`src/rtl/sync_down_cntr.sv`:
```
// Synchronous down counter with load, terminal count and expiry pulse.
// Define SYNC_DOWN_CNTR_RELOAD_EN for free-running reload instead of one-shot halt.
module sync_down_cntr #(
  parameter int unsigned WIDTH = 3
) (
  input  logic             clk,
  input  logic             clear,
  input  logic             en,
  input  logic             load,
  input  logic [WIDTH-1:0] load_val,
  output logic [WIDTH-1:0] q,
  output logic             tc,
  output logic             done,
  output logic             busy
);

  localparam logic [0:0] StCount = 1'b0;
  localparam logic [0:0] StHalt  = 1'b1;

  localparam logic [WIDTH-1:0] AllOnes = {WIDTH{1'b1}};

  logic [0:0]       state_q, state_d;
  logic [WIDTH-1:0] cnt_q, cnt_d;
  logic             done_q, done_d;
  logic             busy_q, busy_d;
  logic             cnt_zero;
  logic             expire;

`ifdef SYNC_DOWN_CNTR_RELOAD_EN
  logic [WIDTH-1:0] reload_q, reload_d;
`endif

  assign cnt_zero = (cnt_q == '0);
  assign tc       = (state_q == StCount) && en && cnt_zero;
  // tc may be high while load is asserted; only an unloaded tc counts as expiry.
  assign expire   = tc && !load;

  always_comb begin
    state_d = state_q;
    cnt_d   = cnt_q;
    done_d  = 1'b0;
    busy_d  = busy_q;
`ifdef SYNC_DOWN_CNTR_RELOAD_EN
    reload_d = reload_q;
`endif

    if (clear) begin
      state_d = StCount;
      cnt_d   = AllOnes;
      busy_d  = 1'b1;
`ifdef SYNC_DOWN_CNTR_RELOAD_EN
      reload_d = AllOnes;
`endif
    end else if (load) begin
      state_d = StCount;
      cnt_d   = load_val;
      busy_d  = 1'b1;
`ifdef SYNC_DOWN_CNTR_RELOAD_EN
      reload_d = load_val;
`endif
    end else if (expire) begin
      done_d = 1'b1;
`ifdef SYNC_DOWN_CNTR_RELOAD_EN
      cnt_d   = reload_q;
      state_d = StCount;
      busy_d  = 1'b1;
`else
      cnt_d   = '0;
      state_d = StHalt;
      busy_d  = 1'b0;
`endif
    end else if ((state_q == StCount) && en) begin
      cnt_d = cnt_q - 1'b1;
    end
  end

  always_ff @(posedge clk) begin
    if (clear) begin
      state_q <= StCount;
      cnt_q   <= AllOnes;
      done_q  <= 1'b0;
      busy_q  <= 1'b1;
    end else begin
      state_q <= state_d;
      cnt_q   <= cnt_d;
      done_q  <= done_d;
      busy_q  <= busy_d;
    end
  end

`ifdef SYNC_DOWN_CNTR_RELOAD_EN
  always_ff @(posedge clk) begin
    if (clear) begin
      reload_q <= AllOnes;
    end else begin
      reload_q <= reload_d;
    end
  end
`endif

  assign q    = cnt_q;
  assign done = done_q;
  assign busy = busy_q;

endmodule

```
`config.mk`:
```
export PLATFORM = sky130hd
export DESIGN_NAME = sync_down_cntr
export DESIGN_NICKNAME = d
export VERILOG_FILES = /design/src/rtl/sync_down_cntr.sv
export SDC_FILE = /design/constraint.sdc
export NUM_CORES = 1
export LEC_CHECK = 0
export ABC_AREA = 1
export CAP_MARGIN = 20
export CORE_AREA = 10 10 47 49
export DETAILED_ROUTE_END_ITERATION = 8
export DIE_AREA = 0 0 57 59
export SKIP_CTS_REPAIR_TIMING = 1
export SYNTH_ARGS = -nofsm -noshare
export SYNTH_HDL_FRONTEND = slang
export SYNTH_SLANG_ARGS = --single-unit
```
`constraint.sdc`:
```
create_clock -name clk -period 1.71 [get_ports clk]
set_clock_uncertainty 0.15 [all_clocks]
set_input_delay 0.342 -clock clk [delete_from_list [all_inputs] [get_ports clk]]
set_output_delay 0.342 -clock clk [all_outputs]
set_load 0.005 [all_outputs]
```
==> run_results.csv <==
group,metric,value,unit
run_status,status,"completed",
yosys,synthTopCellsByArea,"dfxtp_1 39%, inv_1 12%, ha_1 8.2%, nand3_1 8.2%, nand2_1 7.3%",
yosys,synth_cell_types,14,
global_route,grt_pass1_vias,331,
sta,finalHoldViolCount,0,
placed_design,io_buffers,12,
critical_path,cp_cell_sequence,"buf_4 > clkdlybuf4s50_1",
critical_path,crit_fanout,2,
clock_network,cts_tree,"done",
yosys,synth_edf_count,0,
floorplan,die_h,59,um
pwr,p_sw_share,25.5,%
placed_design,dp_hpwl,637,um
yosys,ys_seq_elements,6,
yosys,synthTopCellsByCount,"10 x inv_1, 6 x dfxtp_1, 6 x nand2_1",
hold_path,hold_path_startpoint,"busy$_SDFFE_PP1P_",
floorplan,rows,14,
sta,worst_pin_slew,0.222,ns
pwr,ir_drop,312,uV
global_route,grt.total_usage,5.10,%
yosys,synthFlopType,"dfxtp_1",
pwr,power_frac_seq,40.4,%
detailed_routing,wire_per_inst,10.5,um
clock_network,cts.sinks,6,
detailed_routing,dr_total_vias,323,
clock_network,cts.path.max_buffers,2,
sta,slew_viol_final,0,
sta,fmax,604,MHz
layout,regArea,123,um^2
run,maxCapViolCount,0,
detailed_routing,finalWirelength,828,um
pwr,p_int,0.279,mW
critical_path,crit_path_start,"q[1]$_SDFFE_PP1P_",
clock_network,h-tree-depth,1,
pwr,p_sw,0.0953,mW
pwr,p_comb_share,23.4,%
critical_path,path_buf_inv,2,
global_route,antenna_found_initial,0,
yosys,postSynth.asyncResetShare,0,%
yosys,synth_top_area_share,39.2,%
critical_path,max_stage_delay,0.49,ns
global_route,grt_pass1_wl,1320,um
layout,synthToLayoutAreaGrowth,78.4,%
critical_path,timing.rr.end,"q[1]$_SDFFE_PP1P_",
detailed_routing,dr.pass1.iters,2,
clock_network,root_buffer,"clkbuf_4",
yosys,synth_cells,41,
global_route,globalRouteOverflowTotal,0,
yosys,yosysMostFrequentCell,"inv_1",
layout,drive_above_1_share,34.9,%
critical_path,end_kind,"output port",
yosys,syn_nets,50,
floorplan,io_pins,13,
critical_path,startpoint_type,"flip-flop",
floorplan,die_w,57,um
pwr,leakagePower,0.266,nW
hold_path,hold_depth,2,
hold_path,holdPathEnd,"busy$_SDFFE_PP1P_",
sta,slew_headroom,85.2,%
clock_network,insertion_delay,0.25,ns
floorplan,die_area,3360,um^2
critical_path,rrSetupSlack,0.38,ns
sta,finalSetupViolCount,0,
critical_path,slowest_stage,"clkdlybuf4s50_1",
detailed_routing,drt_iter0_drc,2,
detailed_routing,ant_nets,0,
placed_design,pre_cts_ws,-0.308,ns
placed_design,place_congestion,0.724,
clock_network,cts_buffers,3,
detailed_routing,drc_errors,0,
global_route,grt_start_max_net_pins,7,
sta,final.setup.worst_slack,0.0537,ns
critical_path,cpLargestDelayFamily,"buffers and inverters",
layout,fillCellCount,159,
yosys,synth_area_leader_cell,"dfxtp_1",
layout,multi_input_area,170,um^2
sta,fin_crit_sh,96.9,%
layout,layout.nets,74,
yosys,ys_seq_area_share,39.2,%
critical_path,rr_startpoint,"q[0]$_SDFFE_PP1P_",
clock_network,clk_pin_slew_worst_paths,0.05,ns
sta,setup_tns,0,ns
sta,rsz0062_at_grt,"false",
yosys,syn_area,307,um^2
pwr,power.density,685,nW/um^2
sta,period_needed,1.66,ns
hold_path,worstHoldPathType,"flip-flop to flip-flop",
pwr,p_clk_share,36.2,%
layout,num_antenna_cells,0,
critical_path,crit_required,1.22,ns
critical_path,arrival,1.16,ns
layout,finish.utilization,39.0,%
floorplan,core-area,1400,um^2
yosys,yosysWarnings,0,
floorplan,initial_core_util,21.9,%
detailed_routing,viasPerCell,4.09,
critical_path,r2r_cells,9,
critical_path,critPathKind,"flip-flop to output port",
yosys,syn_avg_cell_area,7.48,um^2
how the worst max path moves through the flow:
stage	end	slack (ns)	cells after the start
after floorplan	tc	0.30	5
after global placement	tc	-0.29	4
after detailed placement	tc	-0.31	4
after CTS	tc	-0.41	6
after global routing	tc	0.0007	6
final	q[1]	0.05	2
worst reg2reg max path, delay by kind of cell (launching register included):
kind	cells	cell delay [ns]
DFF	1	0.32
and+or+nand+nor	4	0.26
adders and majority gates	2	0.28
buffers and inverters	3	0.22
metal layers:
metal,up-vias,GRT usage [%],routed length (um)
met5,-,0,0
met4,0,5.03,10
met3,2,3.86,95
met2,9,7.29,371
met1,139,4.52,351
li1,173,-,-
flip-flops by register name, indices dropped and copies added (netlist names):
name     cells
done         1
busy         1
q            3
state_q      1
cells by family (layout without fill, tap and decap cells):
logic type	Yosys count	count (layout)	synth area share, %
AND/OR/NAND/NOR	17	17	30.2
adder cells (fa/ha/maj)	2	2	8.16
flip-flops	6	6	39.2
buffers and inverters	11	33	13.5
AO/OA/AOI/OAI	5	5	8.98
per-stage QoR:
step,hold WS (ns),power (mW),instances,area (um^2)
after CTS,0.323,0.373,79,522
after detailed placement,0.307,0.233,76,499
after floorplan,0.290,0.183,41,307
final,0.319,0.375,79,547
after global routing,0.348,0.397,79,547
after global placement,0.301,0.232,76,499
cells in the final DEF (no fill, tap or decap), drive strengths merged:
master and instances:
a21oi 2, buf 8, clkbuf 3, clkdlybuf4s50 11
dfxtp 6, ha 2, inv 11, nand2 8
nand3 5, nand4 2, nor2 2, o21a 1
o21ai 2
power groups by stage:
stage / registers, mW / clock network, mW / logic [mW]
after floorplan: 0.155 / 0 / 0.0280
after global placement: 0.152 / 0 / 0.0795
after detailed placement: 0.153 / 0 / 0.0801
after CTS: 0.150 / 0.143 / 0.0803
after global routing: 0.152 / 0.147 / 0.0980
final: 0.151 / 0.136 / 0.0875
layout make-up:
class / instances / share of cell area [%]
clock buffer: 3 / 4.12
inverter: 11 / 8.01
multi-input combinational: 24 / 31.1
sequential: 6 / 22.4
tap: 16 / 3.66
timing repair buffer: 19 / 30.7
Power figures use the tool's default switching activity.
==> variant (config.mk and constraints unchanged) <==
`WIDTH`: 3 -> 2.
--- a/src/rtl/sync_down_cntr.sv
+++ b/src/rtl/sync_down_cntr.sv
@@ -1,7 +1,7 @@
 // Synchronous down counter with load, terminal count and expiry pulse.
 // Define SYNC_DOWN_CNTR_RELOAD_EN for free-running reload instead of one-shot halt.
 module sync_down_cntr #(
-  parameter int unsigned WIDTH = 3
+  parameter int unsigned WIDTH = 2
 ) (
   input  logic             clk,
   input  logic             clear,
Interface: changed (resized load_val and q); port bits go from 13 to 11. No check against the original RTL was run, so the function may have changed too.
==> variant against the original RTL <==
- area after synthesis fell by 22%
- sequential power fell by 17%
- power fell by 13%
- sequential cell count fell by 1
- first-iteration DRC count rose to 2.5 times the old value
- critical path depth did not move
- highest routed layer unchanged
- largest cell class is now buffers
- maximum frequency fell by 0.91%
- final area fell by 24%
- worst setup slack got worse by 0.015 ns
- routed wire length fell by 27%
==> variant: results (changes against the original RTL) <==
[placed_design]
hpwlAfterDp_um=504  ; -21%
numPortBuffers=10  ; -2
place_congestion=0.6614  ; -8.6%
post-place-cells=62  ; -18%

[grt]
met3_usage_pct=4.077  ; +0.21 points
first_pass_grt_wire_length_um=986  ; -25%
grt.met1_usage_pct=3.805  ; -0.72 points
grt_start_max_net_pins=5  ; -2
grt_pass1_vias=261  ; -21%
use_met2_pct=4.651  ; -2.6 points

[routing]
wl_met3_um=108  ; +14%
wl_met2_um=231  ; -38%
detail_route.wl_per_cell_um=9.152  ; -13%
drt_iter0_drc=5  ; +3
via_per_inst=3.864  ; -5.5%

[synth]
synth-seq-area-share_pct=41.88  ; +2.7 points
synth.cell_area_um2=239.0  ; -22%
synthTopCellsByArea=sky130_fd_sc_hd__dfxtp_1, sky130_fd_sc_hd__inv_1, sky130_fd_sc_hd__nand3_1
post_synthesis_area_per_instance_um2=7.468  ; -0.11%
ys_types=12  ; -2
synth.net_count=39  ; -22%

[setup_path]
crit_start=q[0]
reg2reg_setup_slack_ns=0.53  ; +0.15 ns
crit_fanout=3  ; +1
crit_end=q[0]
ff2ff_path_depth=6  ; -3

[clocking]
cts_sinks=5  ; -1

[finish]
drive_above_1_share_pct=28.00  ; -6.9 points
nonClkBufAreaFrac_pct=30.30  ; -0.36 points
finish.net_count=58  ; -22%
largest_register_ff_count=2  ; -1
comb.multi_input.count=18  ; -25%
clock_buffer_count=4  ; +1
filler_cell_count=164  ; +3.1%
layoutNonFillerInstCount=66  ; -16%
multi_input_area_share_pct=26.06  ; -5.1 points
n_all_buffers=14  ; -5

[pwr]
power.switching_uw=78.73  ; -17%
static-leakage-power_uw=0.0002019  ; -24%
worst_ir_drop_vdd_mv=0.2633  ; -16%
switching_share_pct=24.28  ; -1.2 points

[outcome]
run_status=finished clean

[timing]
finalWorstPathRequiredPeriod_ns=1.672  ; +0.01520 ns
transition_time_at_the_pin_with_the_least_slew_margin_ns=0.1389  ; -0.08279 ns

[worst_hold_path]
hold_start=state_q

[variant: power groups by stage]
| stage | clock (µW) | combinational [µW] | sequential (µW) |
|---|---|---|---|
| after CTS | 145 | 59.8 | 125 |
| final | 141 | 58.8 | 125 |
| after global routing | 149 | 65.9 | 125 |
| after floorplan | 0 | 22.6 | 128 |
| after detailed placement | 0 | 59.1 | 127 |
| after global placement | 0 | 58.4 | 127 |
[variant: stage by stage]
| stage | cell area (µm²) | utilization [%] |
|---|---|---|
| 2_1_floorplan | 239.0 | - |
| 3_3_place_gp | 389.1 | 27.77 |
| 3_5_place_dp | 389.1 | 27.77 |
| 4_1_cts | 415.4 | 29.64 |
| 5_1_grt | 412.9 | 29.46 |
| 6_report | 412.9 | 29.46 |
[variant: kinds of logic (layout without fill, tap and decap cells)]
logic type                 Yosys count  count (layout)  share of synthesized area (%)
AOI/OAI and AO/OA                    3               3                          6.281
buffers and inverters                9              27                          14.14
DFF                                  5               5                          41.89
and+or+nand+nor                     14              14                          32.47
adders and majority gates            1               1                          5.235
